## src/rtl/edge_event_arbiter_pkg.sv

```systemverilog
// Shared constants, FSM state encoding and elaboration helpers for the
// edge event arbiter.
package edge_event_pkg;

    // Edge-type encodings selected from the EDGE_TYPE string at the top level
    localparam logic [1:0] EDGE_RISE = 2'd0;
    localparam logic [1:0] EDGE_FALL = 2'd1;
    localparam logic [1:0] EDGE_BOTH = 2'd2;

    // Arbiter FSM state encoding
    typedef logic [0:0] state_t;
    localparam state_t ST_IDLE  = 1'b0;
    localparam state_t ST_OFFER = 1'b1;

    // Ceiling log2, used to validate IDX_WIDTH against NUM_CH
    function automatic int clog2_f(input int n);
        int r;
        r = 0;
        for (int i = 0; i < 32; i++) begin
            if ((64'd1 << r) < 64'(n)) begin
                r = r + 1;
            end
        end
        return r;
    endfunction

endpackage

```

## src/rtl/edge_event_arbiter_if.sv

```systemverilog
// Event offer handshake between the arbiter and its single consumer.
interface edge_event_arbiter_if #(
    parameter int IDX_WIDTH = 3
);
    logic                 evt_valid;
    logic                 evt_ready;
    logic [IDX_WIDTH-1:0] evt_idx;

    modport master (
        output evt_valid,
        output evt_idx,
        input  evt_ready
    );

    modport slave (
        input  evt_valid,
        input  evt_idx,
        output evt_ready
    );
endinterface

```

## src/rtl/edge_event_arbiter_sync_detect.sv

```systemverilog
// One channel: two-flop synchroniser, history flop and edge detect.
module edge_sync_detect
    import edge_event_pkg::*;
#(
    parameter logic [1:0] EDGE_SEL = EDGE_RISE
) (
    input  logic clk,
    input  logic rst_n,
    input  logic line_i,
    output logic det_o
);

    logic s1_q;
    logic s2_q;
    logic s3_q;

    // Synchronise the raw line and keep one cycle of history for the detect
    always_ff @(posedge clk or negedge rst_n) begin
        if (!rst_n) begin
            s1_q <= 1'b0;
            s2_q <= 1'b0;
            s3_q <= 1'b0;
        end else begin
            s1_q <= line_i;
            s2_q <= s1_q;
            s3_q <= s2_q;
        end
    end

    // Edge select is a constant; only one branch survives elaboration
    always_comb begin
        case (EDGE_SEL)
            EDGE_FALL: det_o = ~s2_q & s3_q;
            EDGE_BOTH: det_o = s2_q ^ s3_q;
            default:   det_o = s2_q & ~s3_q;
        endcase
    end

endmodule

```

## src/rtl/edge_event_arbiter.sv

```systemverilog
// Multi-channel edge event scheduler: latches detected edges as pending
// events and offers them one at a time, round robin, over valid/ready.
//
// state    | meaning
// ---------+-----------------------------------------------------------
// ST_IDLE  | nothing offered; load the round-robin winner when pending
// ST_OFFER | evt_idx offered; on accept load next winner or fall idle
module edge_event_arbiter
    import edge_event_pkg::*;
#(
    parameter int    NUM_CH    = 8,
    parameter int    IDX_WIDTH = 3,
    parameter string EDGE_TYPE = "RISE"
) (
    input  logic                 clk,
    input  logic                 rst_n,
    input  logic                 en,
    input  logic [NUM_CH-1:0]    in,
    input  logic                 ovf_clr,
    output logic [NUM_CH-1:0]    pending,
    output logic [NUM_CH-1:0]    ovf,
    edge_event_arbiter_if.master evt
);

    localparam logic [1:0] EDGE_SEL = (EDGE_TYPE == "FALL") ? EDGE_FALL :
                                      (EDGE_TYPE == "BOTH") ? EDGE_BOTH : EDGE_RISE;

    if (IDX_WIDTH != clog2_f(NUM_CH)) begin : g_bad_idx_width
        $error("edge_event_arbiter: IDX_WIDTH must equal clog2(NUM_CH)");
    end
    if (NUM_CH < 2 || NUM_CH > 32) begin : g_bad_num_ch
        $error("edge_event_arbiter: NUM_CH must be in 2..32");
    end

    logic [NUM_CH-1:0]    det;
    logic [NUM_CH-1:0]    det_g;
    logic [NUM_CH-1:0]    clr;
    logic [NUM_CH-1:0]    pending_q, pending_d;
    logic [NUM_CH-1:0]    ovf_q, ovf_d;
    state_t               state_q, state_d;
    logic [IDX_WIDTH-1:0] rr_ptr_q, rr_ptr_d;
    logic [IDX_WIDTH-1:0] evt_idx_q, evt_idx_d;
    logic [IDX_WIDTH-1:0] win_idx;
    logic                 win_found;
    logic                 load;

    for (genvar g = 0; g < NUM_CH; g++) begin : g_ch
        edge_sync_detect #(
            .EDGE_SEL (EDGE_SEL)
        ) u_sync_detect (
            .clk    (clk),
            .rst_n  (rst_n),
            .line_i (in[g]),
            .det_o  (det[g])
        );
    end

    assign det_g = det & {NUM_CH{en}};

    // Round-robin search starting one past the last granted channel
    always_comb begin
        int                   cand;
        logic [IDX_WIDTH-1:0] cand_idx;
        cand      = 0;
        cand_idx  = '0;
        win_found = 1'b0;
        win_idx   = '0;
        for (int k = 1; k <= NUM_CH; k++) begin
            cand     = (int'(rr_ptr_q) + k) % NUM_CH;
            cand_idx = IDX_WIDTH'(cand);
            if (!win_found && pending_q[cand_idx]) begin
                win_found = 1'b1;
                win_idx   = cand_idx;
            end
        end
    end

    // Offer FSM; a load both grants the winner and advances the pointer
    always_comb begin
        state_d   = state_q;
        evt_idx_d = evt_idx_q;
        rr_ptr_d  = rr_ptr_q;
        load      = 1'b0;
        case (state_q)
            ST_IDLE: begin
                if (win_found) begin
                    load    = 1'b1;
                    state_d = ST_OFFER;
                end
            end
            ST_OFFER: begin
                if (evt.evt_ready) begin
                    if (win_found) begin
                        load = 1'b1;
                    end else begin
                        state_d = ST_IDLE;
                    end
                end
            end
            default: state_d = ST_IDLE;
        endcase
        if (load) begin
            evt_idx_d = win_idx;
            rr_ptr_d  = win_idx;
        end
    end

    // A fresh detect outranks the grant clear; a detect on an already
    // pending channel that is not being granted is coalesced into ovf
    always_comb begin
        clr       = load ? ({{(NUM_CH-1){1'b0}}, 1'b1} << win_idx) : '0;
        pending_d = (pending_q & ~clr) | det_g;
        ovf_d     = (ovf_clr ? '0 : ovf_q) | (det_g & pending_q & ~clr);
    end

    // State, pointer, output and event registers
    always_ff @(posedge clk or negedge rst_n) begin
        if (!rst_n) begin
            state_q   <= ST_IDLE;
            rr_ptr_q  <= IDX_WIDTH'(NUM_CH - 1);
            evt_idx_q <= '0;
            pending_q <= '0;
            ovf_q     <= '0;
        end else begin
            state_q   <= state_d;
            rr_ptr_q  <= rr_ptr_d;
            evt_idx_q <= evt_idx_d;
            pending_q <= pending_d;
            ovf_q     <= ovf_d;
        end
    end

    assign evt.evt_valid = (state_q == ST_OFFER);
    assign evt.evt_idx   = evt_idx_q;
    assign pending       = pending_q;
    assign ovf           = ovf_q;

endmodule
```

## src/flat_wrapper.sv

```systemverilog
// flat-port wrapper written by rule: the top's interface ports become plain ports
module edge_event_arbiter_flat import edge_event_pkg::*;
#(
    parameter int    NUM_CH    = 8,
    parameter int    IDX_WIDTH = 3,
    parameter string EDGE_TYPE = "    "
)
  (clk, rst_n, en, in, ovf_clr, pending, ovf, evt_evt_valid, evt_evt_idx, evt_evt_ready);
  edge_event_arbiter_if #(.IDX_WIDTH(IDX_WIDTH)) evt_i ();
  input  logic clk;
  input  logic rst_n;
  input  logic en;
  input  logic [NUM_CH-1:0] in;
  input  logic ovf_clr;
  output logic [NUM_CH-1:0] pending;
  output logic [NUM_CH-1:0] ovf;
  output wire logic [$bits(evt_i.evt_valid)-1:0] evt_evt_valid;
  output wire logic [$bits(evt_i.evt_idx)-1:0] evt_evt_idx;
  input wire logic [$bits(evt_i.evt_ready)-1:0] evt_evt_ready;
  assign evt_evt_valid = evt_i.evt_valid;
  assign evt_evt_idx = evt_i.evt_idx;
  assign evt_i.evt_ready = evt_evt_ready;
  edge_event_arbiter #(.NUM_CH(NUM_CH), .IDX_WIDTH(IDX_WIDTH), .EDGE_TYPE(EDGE_TYPE)) u_core (.clk(clk), .rst_n(rst_n), .en(en), .in(in), .ovf_clr(ovf_clr), .pending(pending), .ovf(ovf), .evt(evt_i));
endmodule
```

## config.mk

```make
export PLATFORM = sky130hd
export DESIGN_NAME = edge_event_arbiter_flat
export DESIGN_NICKNAME = d
export VERILOG_FILES = /design/src/rtl/edge_event_arbiter_pkg.sv /design/src/rtl/edge_event_arbiter_if.sv /design/src/rtl/edge_event_arbiter_sync_detect.sv /design/src/rtl/edge_event_arbiter.sv /design/src/flat_wrapper.sv
export SDC_FILE = /design/constraint.sdc
export NUM_CORES = 1
export LEC_CHECK = 0
export BUFFER_PORTS_ARGS = -buffer_cell sky130_fd_sc_hd__buf_2
export CAP_MARGIN = 20
export CORE_MARGIN = 4
export CORE_UTILIZATION = 62
export DETAILED_ROUTE_END_ITERATION = 8
export PLACE_DENSITY = 0.85
export SYNTH_ARGS = -nofsm -noshare
export SYNTH_HDL_FRONTEND = slang
export SYNTH_HIERARCHICAL = 1
export SYNTH_SLANG_ARGS = --single-unit
```

## constraint.sdc

```tcl
create_clock -name clk -period 5.11 [get_ports clk]
set_clock_uncertainty 0.15 [all_clocks]
set_input_delay 0.511 -clock clk [delete_from_list [all_inputs] [get_ports clk]]
set_output_delay 0.511 -clock clk [all_outputs]
set_load 0.01 [all_outputs]
```

## Word-level counts from Yosys, hierarchy flattened

Index checks and enable logic that the tools add are counted.

| word-level totals | value |
|---|---|
| flip-flop bits (word level) | 47 |
| bits in latches | 0 |
| bits in writable memories | 0 |
| bits in read-only memories | 0 |
| output and inout bits | 20 |
| word-level logic and storage cells | 123 |
| memories | 0 |

| operators by class | value |
|---|---|
| add/subtract/negate cells | 8 |
| multiply operators | 0 |
| div/mod/pow operators | 0 |
| order comparisons | 8 |
| eq/ne operators | 0 |
| shifts and indexed selects | 1 |
| muxes and demuxes | 39 |
| bitwise logic cells | 24 |
| reductions and logical operators | 14 |

Operators with widths:

| operator | count |
|---|---|
| 8-bit bitwise AND | 4 |
| 3-bit by 4-bit less-than comparator with 1-bit output (second input constant) | 8 |
| 1-bit binary-select mux with 3-bit select | 8 |
| 3-bit 2-to-1 mux | 8 |
| 1-bit 2-to-1 mux | 19 |
| 8-bit 2-to-1 mux | 2 |
| 8-bit OR | 2 |
| 3-bit adder (second input constant) | 4 |
| 1-bit inverter | 9 |
| 1-bit bitwise AND | 8 |
| 8-bit inverter | 1 |
| 1-bit by 3-bit << shifter with 8-bit output (first input constant) | 1 |
| 1-bit logical AND | 7 |
| 1-bit zero test | 7 |
| 3-bit by 1-bit adder with 3-bit output (second input constant) | 2 |
| 3-bit by 2-bit adder with 3-bit output (second input constant) | 2 |
| 1-bit one-hot mux with 2 select lines | 2 |

## Longest topological paths before layout

Gate-level depths: netlist of run 1.

| logic depth | value |
|---|---|
| word-level depth | 32 |
| gate-level depth with buffers | 13 |

## By module

The synthesis of run 1 kept the hierarchy.

Modules (own cells, without submodules):

| module | instances | cells an instance | area an instance (um2) |
|---|---|---|---|
| edge_event_arbiter | 1 | 183 | 1884.3 |
| edge_sync_detect | 8 | 4 | 88.8 |

## Worst setup path before layout of run 1

OpenSTA, ideal clock, no wires.

| path | value |
|---|---|
| kind | register -> register |
| start point | reg u_core.rr_ptr_q[1] |
| end point | reg u_core.ovf_q[4] (netlist: u_core/ovf[4]) |
| setup time | 0.121 ns |
| data arrival time | 3.063 ns |
| data required time | 4.839 ns |
| path slack | 1.776 ns |
| cell stages (with the launch flop) | 12 |
| cells stage by stage | dfstp_2 -> buf_4 -> clkbuf_8 -> inv_1 -> ha_1 -> clkbuf_8 -> mux4_2 -> a311o_1 -> a211oi_2 -> o22a_2 -> nand4_1 -> a41o_1 |

| between the ends | value |
|---|---|
| word-level cells in the longest chain between the ends | 32 |
| elaborated cells between the ends (all ways) | 62 |

RTL lines:

| item | RTL line | source |
|---|---|---|
| start, declared | edge_event_arbiter.sv:41 | `logic [IDX_WIDTH-1:0] rr_ptr_q, rr_ptr_d;` |
| start signal, assigned | edge_event_arbiter.sv:120 | `rr_ptr_q <= IDX_WIDTH'(NUM_CH - 1);` |
| start signal, assigned | edge_event_arbiter.sv:126 | `rr_ptr_q <= rr_ptr_d;` |
| 3-bit by 1-bit adder with 3-bit output | edge_event_arbiter.sv:69 | `cand = (int'(rr_ptr_q) + k) % NUM_CH;` |
| 1-bit binary-select mux with 3-bit select | edge_event_arbiter.sv:71 | `if (!win_found && pending_q[cand_idx]) begin` |
| 1-bit 2-to-1 mux (implied by the code) | edge_event_arbiter.sv:71 |  |
| 1-bit 2-to-1 mux | edge_event_arbiter.sv:71 |  |
| 1-bit zero test | edge_event_arbiter.sv:71 |  |
| 1-bit logical AND | edge_event_arbiter.sv:71 |  |
| 1-bit 2-to-1 mux | edge_event_arbiter.sv:71 |  |
| 1-bit zero test | edge_event_arbiter.sv:71 |  |
| [17 not listed] | - |  |
| 1-bit 2-to-1 mux | edge_event_arbiter.sv:86, edge_event_arbiter.sv:93 |  |
| 1-bit 2-to-1 mux | edge_event_arbiter.sv:92 | `if (evt.evt_ready) begin` |
| 1-bit one-hot mux with 2 select lines | edge_event_arbiter.sv:84 | `case (state_q)` |
| 8-bit 2-to-1 mux (*) | edge_event_arbiter.sv:111 | `clr = load ? ({{(NUM_CH-1){1'b0}}, 1'b1} << win_idx) : '0;` |
| 8-bit inverter (*) | edge_event_arbiter.sv:113 | `ovf_d = (ovf_clr ? '0 : ovf_q) \| (det_g & pending_q & ~clr);` |
| 8-bit bitwise AND (*) | edge_event_arbiter.sv:113 |  |
| 8-bit OR (*) | edge_event_arbiter.sv:113 |  |
| named net u_core.ovf_d[4] | edge_event_arbiter.sv:39 | `logic [NUM_CH-1:0] ovf_q, ovf_d;` |
| end signal, assigned | edge_event_arbiter.sv:129 | `ovf_q <= ovf_d;` |
| end, declared | edge_event_arbiter.sv:39 |  |

The timed path passes the listed nets; every way through them passes the cells marked *. The select of a mux whose other input is x is not followed.
A chain may end at the register's enable or synchronous reset.

## Worst setup path after layout of run 1

| path | value |
|---|---|
| start point | reg u_core.rr_ptr_q[1] |
| end point | reg u_core.ovf_q[1] (netlist: u_core/ovf[1]) |

Same word-level chain as after synthesis.

==> reports/metrics.csv, run 1 <==
metric,value,unit
insertion delay of the later-clocked pin in the worst-skew pair,0.30,ns
Sum Neg Setup Slack,0,ns
slew margin rel.,0.359,
Starting Density,0.644,
leading cell types by count after synthesis,"dfrtp_1 (44), nand2_1 (26), inv_1 (14)",
filler cell count,291,
max-slew violations,0,
cell area after synthesis,2590,um2
MaxCap Viol Count,0,
fin crit period,3.79,ns
# nets final,260,
antenna cells,0,
CTS Hold Buffers Added,0,
Worst-Margin Slew,0.962,ns
largest net degree at the start of global routing,48,
Critical Path Sink Type,flip-flop,
clk slew on worst S/H paths,0.08,ns
Rows,23,
Synth-to-Final Area Change,9.21,%
dpl cells,288,
count of flip-flops with a built-in enable after synthesis,0,
fin crit share,0.743,
hold_ws,0.168,ns
HP Class,in -> reg,
CTS tree,done,
peak fanout along the critical path,15,
Worst EP required,5.16,ns
RD Place Congestion,0.904,
Finished Layout Cells,296,
syn_nets,230,
initial antenna violation count,0,
final core occ,0.703,
count of cell types in the netlist,56,
IO Count,33,
CTS Root Buffer Type,clkbuf_8,
Worst path max stage delay,0.74,ns
layout cells sized above 1,0.313,
Clock Path Buffers,2,
Total Routing Usage GR,0.221,
total CTS buffers,5,
outcome,finished clean,
Worst setup SP type,flip-flop,
RSZ-0062 raised after global routing,no,
Vias,1843,
share of the synthesized area in the top cell type,0.424,
"Top FF cell, synth",dfrtp_1,
vias per cell,6.23,
CP Cell Sequence,inv_1 > ha_1 > mux4_1 > nor2_4 > nand4b_4 > o21ai_1 > or3_4 > a211oi_2 > o32ai_1,
sequential area share after synthesis,0.455,
routed wire length,5260,um
first-pass GRT wire length,8870,um
Die Wd,72.7,um
drt wl/cell,17.8,um
DRC viols,0,
post-route ant nets,0,
drt pass-1 iters,4,
Finish-stage setup viols,0,
dominant cells by area after synthesis,"dfrtp_1 (42%), mux4_2 (6.9%), nor2b_4 (4.2%)",
synth warn,6,
vias in the first global route,1846,
crit path kind,reg -> reg,
"FFs w/ async S/R, synth",1.00,
DRT iter0 DRCs,133,
DIE AREA,5280,um2
Worst path slowest cell,dfstp_2,
total gr overflow,0,
"area leader, netlist",dfrtp_1,
Port Buffers,32,
most common cell in the netlist,dfrtp_1,
register bit count reported by yosys,47,
Core Box Area,4030,um2
f_max,264,MHz
CTS H-Tree Depth,2,
syn avg cell area,12.1,um2
"Setup Fix Bufs, Post-CTS",0,
Final Hold Vio Count,0,
Die Span Y,72.7,um
worst path arrival time,3.84,ns
CTS sink cnt,47,
post-DP HPWL,3800,um
Post-CTS Resized,0,
cells after synthesis,215,
cell families (layout without fill, tap and decap cells):
kind of cell | Yosys count | in the layout | synth area share
AOI/OAI and AO/OA | 53 | 53 | 0.166
xor gates and xnor gates | 4 | 4 | 0.0135
adders and majority gates | 2 | 2 | 0.00964
buffers and inverters | 23 | 54 | 0.0593
DFF | 47 | 47 | 0.455
muxes | 21 | 21 | 0.129
and+or+nand+nor | 65 | 65 | 0.168
metrics by stage:
stage / setup WS (ns) / cell area (um2)
global placement: 1.41 / 2720
finish: 1.32 / 2830
detailed placement: 1.35 / 2720
floorplan: 1.78 / 2590
global route: 1.05 / 2830
CTS: 1.31 / 2830
path summary, 6_finish.rpt:
kind	to	slack (ns)	depth (start not counted)	from
max	u_core/ovf[1]$_DFF_PN0_	1.32	9	u_core/rr_ptr_q[1]$_DFFE_PN1P_
min	u_core/g_ch[1].u_sync_detect/s1_q$_DFF_PN0_	0.17	1	in[1]
max reg2reg	u_core/ovf[1]$_DFF_PN0_	1.32	9	u_core/rr_ptr_q[1]$_DFFE_PN1P_
min reg2reg	u_core/g_ch[0].u_sync_detect/s2_q$_DFF_PN0_	0.20	0	u_core/g_ch[0].u_sync_detect/s1_q$_DFF_PN0_
max in group asynchronous	u_core/g_ch[6].u_sync_detect/s2_q$_DFF_PN0_	3.99	1	rst_n
min in group asynchronous	u_core/g_ch[3].u_sync_detect/s1_q$_DFF_PN0_	0.21	1	rst_n
critical path: cells and delay by family (launching register included):
family                     cells  cell delay (ns)
buffers and inverters          1             0.19
adders and majority gates      1             0.53
muxes                          1             0.45
DFF                            1             0.74
AOI/OAI and AO/OA              3             0.95
and+or+nand+nor                3             0.68
placed cells by master, fill, tap and decap left out, types with 2 or more instances in the layout:
cell type	instances
a211oi_1	4
nand4_1	5
a211oi_2	3
nand2_1	26
dfrtp_1	44
mux2i_1	8
a221oi_1	4
mux4_2	8
a41o_1	4
nor2b_1	5
o21ai_0	5
xnor2_1	3
o22ai_1	2
a22o_1	3
nor2_1	8
o21ai_1	4
mux2_2	3
nor2b_4	8
a2111oi_0	2
clkbuf_8	6
buf_2	32
dfstp_2	3
o32ai_1	5
nand2b_1	2
nor3_1	2
a21oi_1	4
o221ai_1	2
ha_1	2
inv_1	14
layer usage:
layer  vias up  track usage  share of wire
li1        872            -              -
met3        10       0.0427          0.056
met4         0        0.102          0.023
met1       894        0.283           0.41
met2        67        0.363           0.51
met5         -            0              0
flip-flops by register name (all words and copies together), names as in the netlist:
signal / cells
u_core/rr_ptr_q: 3
u_core/ovf: 8
u_core/g_ch.u_sync_detect/s3_q: 8
u_core/g_ch.u_sync_detect/s2_q: 8
u_core/evt.evt_valid: 1
u_core/evt.evt_idx: 3
u_core/pending: 8
u_core/g_ch.u_sync_detect/s1_q: 8
layout make-up:
cell class | count | area [um2] | area share
Multi-Input combinational cell | 145 | 1260 | 0.445
Sequential cell | 47 | 1180 | 0.416
Timing Repair Buffer | 32 | 160 | 0.0565
Inverter | 14 | 52.6 | 0.0185
Clock inverter | 2 | 35.0 | 0.0124
Tap cell | 50 | 62.6 | 0.0221
Clock buffer | 6 | 82.6 | 0.0291
Power of run 1 is left out: the tool's default activity adds up to more than one toggle a clock period on the data nets, which glitch-free logic cannot reach.
==> run 2, diff against run 1 <==
--- a/config.mk
+++ b/config.mk
@@ -8,9 +8,9 @@
 export BUFFER_PORTS_ARGS = -buffer_cell sky130_fd_sc_hd__buf_2
 export CAP_MARGIN = 20
 export CORE_MARGIN = 4
-export CORE_UTILIZATION = 62
+export CORE_UTILIZATION = 52
 export DETAILED_ROUTE_END_ITERATION = 8
-export PLACE_DENSITY = 0.85
+export PLACE_DENSITY = 0.76
 export SYNTH_ARGS = -nofsm -noshare
 export SYNTH_HDL_FRONTEND = slang
 export SYNTH_HIERARCHICAL = 1
==> constraint.sdc (replaced) <==
create_clock -name clk -period 3.3 [get_ports clk]
set_clock_uncertainty 0.15 [all_clocks]
set_input_delay 0.33 -clock clk [delete_from_list [all_inputs] [get_ports clk]]
set_output_delay 0.33 -clock clk [all_outputs]
set_load 0.01 [all_outputs]
==> reports/metrics.csv, run 2 (synthesis results as in run 1) <==
metric,value,unit
Die Wd,78.6,um
post-route ant nets,0,
# nets final,300,
crit path kind,reg -> reg,
Worst EP required,3.34,ns
worst path arrival time,3.28,ns
Finished Layout Cells,353,
MaxCap Viol Count,0,
Critical Path Sink Type,flip-flop,
most frequent cells in the layout,"dfrtp_1 (44), buf_2 (32), buf_4 (31)",
Worst path slowest cell,dfstp_2,
antenna cells,0,
DIE AREA,6180,um2
Total Routing Usage GR,0.194,
CTS H-Tree Depth,2,
vias in the first global route,1978,
Worst setup SP type,flip-flop,
CP Cell Sequence,buf_12 > mux4_2 > mux2_4 > a311o_1 > a211oi_2 > o22a_2 > nand4_1 > a41o_1,
Reg2Reg Depth,8,
vias per cell,5.72,
outcome,finished clean,
Worst path max stage delay,0.57,ns
total gr overflow,0,
Final Hold Vio Count,0,
routed wire length,5910,um
CTS Root Buffer Type,clkbuf_8,
Starting Density,0.542,
drt pass-1 iters,4,
Clock Path Buffers,2,
fin crit share,0.980,
CTS sink cnt,47,
multi-input logic area,1340,um2
filler cell count,358,
CTS tree,done,
Core Box Area,4790,um2
drt wl/cell,16.7,um
DRT iter0 DRCs,149,
f_max,309,MHz
Port Buffers,32,
Place WS,-0.107,ns
Reg area,1180,um2
Die Span Y,78.6,um
clk slew on worst S/H paths,0.09,ns
Worst-Margin Slew,0.981,ns
slew margin rel.,0.346,
IO Count,33,
total CTS buffers,5,
RD Place Congestion,0.895,
Finish-stage setup viols,0,
post-DP HPWL,4080,um
Rows,25,
DRC viols,0,
final core occ,0.677,
dpl cells,327,
most common library cell in the layout ignoring fill and taps,dfrtp_1,
Vias,2019,
initial antenna violation count,0,
layout cells sized above 1,0.409,
HP Class,in -> async,
fin worst setup slack,0.0648,ns
peak fanout along the critical path,14,
max-slew violations,0,
fin crit period,3.24,ns
first-pass GRT wire length,9400,um
Synth-to-Final Area Change,24.8,%
largest net degree at the start of global routing,48,
insertion delay of the later-clocked pin in the worst-skew pair,0.30,ns
## run 2: final cells by class
type / count / share of cell area
repair buffers: 72 / 0.152
clock inverters: 3 / 0.00811
flip-flops and latches: 47 / 0.364
well taps: 67 / 0.0259
multi-input cells: 145 / 0.412
clock buffers: 5 / 0.0212
inverters: 14 / 0.0162
## run 2: worst max-delay path: cells and delay by family, from the launching register on
family                 cells  cell delay (ns)
AOI/OAI and AO/OA          4             1.21
buffers and inverters      1             0.14
DFF                        1             0.57
muxes                      2             0.90
and+or+nand+nor            1             0.16
## run 2: worst paths after layout
path	from	end	slack (ns)
setup / recovery	u_core/rr_ptr_q[0]$_DFFE_PN1P_	u_core/ovf[4]$_DFF_PN0_	0.06
min in group clk	evt_evt_ready	u_core/evt.evt_valid$_DFF_PN0_	0.20
hold reg to reg	u_core/g_ch[7].u_sync_detect/s1_q$_DFF_PN0_	u_core/g_ch[7].u_sync_detect/s2_q$_DFF_PN0_	0.21
hold / removal	rst_n	u_core/g_ch[7].u_sync_detect/s1_q$_DFF_PN0_	0.04
max in group asynchronous	rst_n	u_core/ovf[2]$_DFF_PN0_	2.35
setup reg to reg	u_core/rr_ptr_q[0]$_DFFE_PN1P_	u_core/ovf[4]$_DFF_PN0_	0.06
## run 2: timing repair
action,in CTS,in global routing
hold endpoints to repair,8,0
setup endpoints to repair,4,18
resized for setup,1,15
hold buffers,8,0
pin swaps,0,4
setup buffers,0,10
## run 2: stage by stage
step / setup TNS (ns) / cell area (um2) / hold WS (ns)
after detailed placement: -0.253 / 2920 / 0.185
after global placement: -0.0737 / 2920 / 0.182
after CTS: 0 / 3100 / 0.0576
final: 0 / 3240 / 0.0359
after floorplan: 0 / 2590 / -0.116
after global routing: -0.232 / 3240 / 0.108
## run 2: routing by layer
layer	GRT usage	up-vias	share of wire	routed length (um)
met2	0.312	70	0.52	3090
met4	0.101	0	0.019	112
met5	0	-	0	0
li1	-	951	-	-
met1	0.251	987	0.41	2400
met3	0.0310	11	0.051	303
Power of run 2 is left out for the same reason.
